<file path="src/rtl/inst_loader.sv">
// Instruction BRAM loader: packs a big-endian UART byte stream into 32-bit words and writes them
// from address 0 until the END_WORD sentinel or memory-full. Optional macro: LOADER_ACK_EN (ack byte to uart_tx).
module inst_loader #(
    parameter int          ADDR_W   = 15,
    parameter logic [31:0] END_WORD = 32'h0000003F
) (
    input  logic              clk,
    input  logic              rst,
    input  logic              start,
    input  logic [7:0]        rx_data,
    input  logic              rx_valid,
    output logic [ADDR_W-1:0] bram_addr,
    output logic [31:0]       bram_din,
    output logic              bram_we,
    output logic              busy,
    output logic              done,
    output logic              overflow,
    output logic [ADDR_W:0]   word_count,
    output logic [7:0]        ack_data,
    output logic              ack_valid,
    input  logic              ack_ready
);

    typedef enum logic [1:0] {
        S_IDLE = 2'd0,
        S_RECV = 2'd1,
        S_ACK  = 2'd2,
        S_DONE = 2'd3
    } state_t;

    state_t      state, state_nxt;
    logic [1:0]  byte_idx;
    logic [23:0] shift_q;
    logic        last_write;
    logic        start_ok;

    // The write in flight ends the load if it carries the sentinel or fills the top word.
    assign last_write = (state == S_RECV) && bram_we && ((bram_din == END_WORD) || (&bram_addr));
    assign start_ok   = start && ((state == S_IDLE) || (state == S_DONE));

    always_ff @(posedge clk or posedge rst) begin
        if (rst) state <= S_IDLE;
        else     state <= state_nxt;
    end

    always_comb begin
        state_nxt = state;
        case (state)
            S_IDLE, S_DONE: if (start) state_nxt = S_RECV;
            S_RECV: begin
                if (last_write) begin
`ifdef LOADER_ACK_EN
                    state_nxt = S_ACK;
`else
                    state_nxt = S_DONE;
`endif
                end
            end
`ifdef LOADER_ACK_EN
            S_ACK:   if (ack_ready) state_nxt = S_DONE;
`else
            S_ACK:   state_nxt = S_DONE;
`endif
            default: state_nxt = S_IDLE;
        endcase
    end

    assign busy = (state == S_RECV);
    assign done = (state == S_DONE);

`ifdef LOADER_ACK_EN
    assign ack_valid = (state == S_ACK);
    assign ack_data  = (state == S_ACK) ? (overflow ? 8'hEE : 8'hAA) : 8'h00;
`else
    logic unused_ack_ready;
    assign unused_ack_ready = ack_ready;
    assign ack_valid        = 1'b0;
    assign ack_data         = 8'h00;
`endif

    always_ff @(posedge clk or posedge rst) begin
        if (rst) begin
            bram_addr  <= '0;
            bram_din   <= '0;
            bram_we    <= 1'b0;
            overflow   <= 1'b0;
            word_count <= '0;
            byte_idx   <= 2'd0;
            shift_q    <= '0;
        end else begin
            bram_we <= 1'b0;
            if (start_ok) begin
                word_count <= '0;
                overflow   <= 1'b0;
                byte_idx   <= 2'd0;
            end
            if (state == S_RECV) begin
                // A byte arriving alongside the write pulse already belongs to the next word.
                if (rx_valid) begin
                    shift_q  <= {shift_q[15:0], rx_data};
                    byte_idx <= byte_idx + 2'd1;
                    if (byte_idx == 2'd3) begin
                        bram_we   <= 1'b1;
                        bram_din  <= {shift_q, rx_data};
                        bram_addr <= word_count[ADDR_W-1:0];
                    end
                end
                if (bram_we) begin
                    word_count <= word_count + 1'b1;
                    if ((bram_din != END_WORD) && (&bram_addr)) overflow <= 1'b1;
                end
            end
        end
    end

endmodule

</file>
<file path="config.mk">
export PLATFORM = sky130hd
export DESIGN_NAME = inst_loader
export DESIGN_NICKNAME = d
export VERILOG_FILES = /design/src/rtl/inst_loader.sv
export SDC_FILE = /design/constraint.sdc
export NUM_CORES = 1
export LEC_CHECK = 0
export ABC_AREA = 1
export CAP_MARGIN = 20
export CORE_MARGIN = 10
export CORE_UTILIZATION = 45
export DETAILED_ROUTE_END_ITERATION = 10
export PLACE_DENSITY_LB_ADDON = 0.15
export SLEW_MARGIN = 10
export SYNTH_ARGS = -nofsm -noshare
export SYNTH_HDL_FRONTEND = slang
export SYNTH_SLANG_ARGS = --single-unit
</file>
<file path="constraint.sdc">
create_clock -name clk -period 7.68 [get_ports clk]
set_input_delay 0.768 -clock clk [delete_from_list [all_inputs] [get_ports clk]]
set_output_delay 0.768 -clock clk [all_outputs]
set_load 0.01 [all_outputs]
</file>
==> metrics.md <==
| Metric | Value |
|---|---|
| Status | finished, final reports clean |
| Worst path cell trace | inv_1, ha_1, clkdlybuf4s50_1 |
| TNS Setup | 0 ns |
| Slew @ Worst Pin | 0.7532 ns |
| Source of the worst register-to-register timing path | state[0] |
| Reg2reg end | bram_addr[6] |
| Vias per inst | 4.803 |
| R2R depth | 6 |
| Final min period | between 2 and 3 ns |
| Congestion Overflow GR | 0 |
| Largest net degree at the start of global routing | 83 |
| Crit path required time | 6.91 ns |
| Setup violators final | 0 |
| Part of the power in combinational logic | about a third |
| Post-Synthesis Cells | 487 |
| PortBufs | 78 |
| Crit Path Max Fanout | 7 |
| Mapped Area | 4098 um2 |
| Setup Skew | 0.01239 ns |
| Max Clk Rate | 399.0 MHz |
| Seq. cell area | around 2300 um2 |
| Die Area | 13,320 um2 |
| Slew Viols, Final | 0 |
| Crit-path max cell delay | 0.61 ns |
| Inserted Diodes | 0 |
| Worst Hold Path Cells | 2 |
| CTS clk-pin slew, worst paths | 0.09 ns |
| Slowest cell on crit path | clkdlybuf4s50_1 |
| Max_slew headroom | between 40 and 50% |
| Via count | ~3,200 |
| Nets | 580 |
| Clk_lat worst skew | 0.35 ns |
| Sequential share of the synthesized area | between 50% and 60% |
| Crit path arrival time | 1.74 ns |
| Vias in the first global route | 3,074 |
| Non-filler cells, final | 675 |
| Hold worst-path end | bram_din[29] |
| Max cap viols | 0 |
| Syn. warnings | 0 |
| Cell Pwr Density | 305.0 nW/um2 |
| Standard-cell row count | 34 |
| Internal | 1015 uW |
| Max VDD drop | 0.1662 mV |
| RSZ-0062 raised after global routing | false |
| Area delta synth->final | 24.70% |
| Final WL | 9473 um |
| Hold Buf Count CTS | 0 |
| First-pass GRT wire length | 15,460 um |
| IO Count | 89 |
| Multi-input gate area | 1413 um2 |
| Antenna Nets Post-Route | 0 |
| Net switching power figure | 543.9 uW |
| Final hold violations | 0 |
| Initial drt markers | 219 |
| Initial Util | 46.53% |
| Die height | roughly 120 um |
| Post_cts resized | 0 |
| Unique cell type count in the Yosys netlist | 30 |
| Sequential Power Share | 47.1% |
| Design Power | 1559 uW |
| DP HPWL | about 7000 um |
| Clock power frac | 19.0% |
| Top cell family by delay on the critical path | buffers and inverters |
| Wire per inst | 14.03 um |
| Worst setup margin | 5.174 ns |
| DP Area | 4935 um2 |
| CTS tree | yes |
| Layout cell share with drive strength beyond 1 | 5.467% |
| Crit path depth | 3 |
| R2r setup slk | 5.48 ns |
| Hold Crit Start | shift_q[21] |
| WS Path Type | register to output port |
| Static leakage | 0.002435 uW |
| Startpoint types | register |
| Pre-antenna DRT Iters | 6 |
| Die X | around 120 um |
| Mean post-synth cell area | 8.414 um2 |
| Max H-tree Level | 3 |
| Cell count after placement | 660 |
| Sw Share | 34.90% |
| Setup Buffers After CTS | 0 |
| # DRC | 0 |
| FILL cells | 840 |
| Initial antenna violation count | 0 |
| Register bit count reported by yosys | a little over 90 |
| Setup crit end kind | output port |
| Core ar. | between 8000 and 9000 um2 |
| Final period util | 32.63% |
| GPL Wtd Cong | 0.8650 |
| Root Buffer | clkbuf_8 |
| Pre-CTS WS | ~5.0 ns |
| Overall Global Routing Usage | roughly 14% |
| Clock Path Buffers | 2 |
| CTS sink cnt | 93 |
| TritonCTS Buffers | 9 |
| Worst Hold Class | register to register |
| Design Area, Final | between 5000 and 6000 um2 |
| CP Buf/Inv Count | 2 |
-- sequential cells by signal, indices dropped and copies added (netlist names) --
name,cells
overflow,1
bram_we,1
byte_idx,2
bram_addr,15
state,2
shift_q,24
word_count,16
bram_din,32
-- through the flow --
step | hold slack, ns | util (%)
6_report | 0.4774 | 58.03
5_1_grt | 0.5084 | 58.03
4_1_cts | 0.4828 | 58.03
3_5_place_dp | 0.4603 | 56.04
3_3_place_gp | 0.4561 | 56.04
2_1_floorplan | 0.4422 | -
-- area by class of cell --
type / count / area share, %
Inverter: 68 / 5.020
Clock inverter: 4 / 0.4652
Multi-Input combinational cell: 310 / 27.64
Sequential cell: 93 / 45.54
Timing Repair Buffer: 81 / 15.72
Tap cell: 108 / 2.644
Clock buffer: 11 / 2.963
-- per-layer routing --
metal	share of wire [%]	routed length (um)	GRT usage [%]	up-vias
li1	-	-	-	1649
met3	5.8	553	3.669	9
met4	1.2	115	5.659	0
met2	46	4382	21.97	77
met5	0	0	0	-
met1	47	4421	19.43	1507
-- power groups by stage --
stage | registers [uW] | logic (uW) | clock network, uW
after global routing | 756 | 605 | 328
after CTS | 736 | 539 | 306
after detailed placement | 745 | 536 | 0
after floorplan | 755 | 261 | 0
after global placement | 737 | 527 | 0
final | 735 | 528 | 296
-- worst max-delay path by stage --
| stage | to | slack, ns | from |
|---|---|---|---|
| global placement | bram_din[25] | 5.04 | rx_valid |
| floorplan | bram_addr[0] | 4.49 | rst |
| CTS | busy | 5.14 | state[1] |
| finish | busy | 5.17 | state[1] |
| global route | busy | 5.05 | state[1] |
| detailed placement | bram_addr[6] | 4.98 | rx_valid |
-- cells in the final DEF, fill, tap and decap left out, drive strengths merged --
master	count
a21oi	4
a22o	1
and2	2
buf	3
clkbuf	11
clkdlybuf4s50	78
clkinv	5
conb	9
dfrtp	93
ha	4
inv	67
nand2	158
nand3	21
nand3b	1
nand4	4
nor2	21
nor3	7
nor3b	1
nor4	1
o21ai	74
o31ai	1
or2	1
-- synth_stat cells --
cell type,number,area [um2]
ha_1,4,50.05
nor4_1,1,6.260
a22o_1,1,8.760
nand3_1,20,100.1
nand2_1,155,581.8
inv_2,2,7.510
nor3b_1,1,7.510
nor3_1,6,30.03
nor3_2,1,10.01
nand3b_1,1,7.510
nand4_4,1,21.27
nor2_2,2,12.51
o21ai_0,73,365.4
clkbuf_1,13,48.80
or2_2,1,6.260
o21ai_1,1,5.000
nor2_1,18,67.56
nor2_4,1,11.26
dfrtp_1,93,2327
and2_1,2,12.51
conb_1,1,3.750
o31ai_1,1,7.510
buf_4,9,67.56
nand4_1,3,18.77
a21oi_1,4,20.02
buf_6,1,11.26
inv_1,66,247.7
nand3_2,1,10.01
nand2_2,3,18.77
buf_2,1,5.000
-- tightest hold or removal path, delay by kind of cell, from the launching register on --
kind | cells | cell delay, ns
DFF | 1 | 0.35
and+or+nand+nor | 2 | 0.10
-- cell families (layout without fill, tap and decap cells) --
family	after synthesis	count (layout)	synth area share [%]
buffers and inverters	92	164	9.466
and+or+nand+nor	217	217	22.50
DFF	93	93	56.79
AOI/OAI and AO/OA	80	80	9.924
adders and majority gates	4	4	1.221
other	1	9	0.09152
No activity file was read; power rests on OpenSTA's default activity.
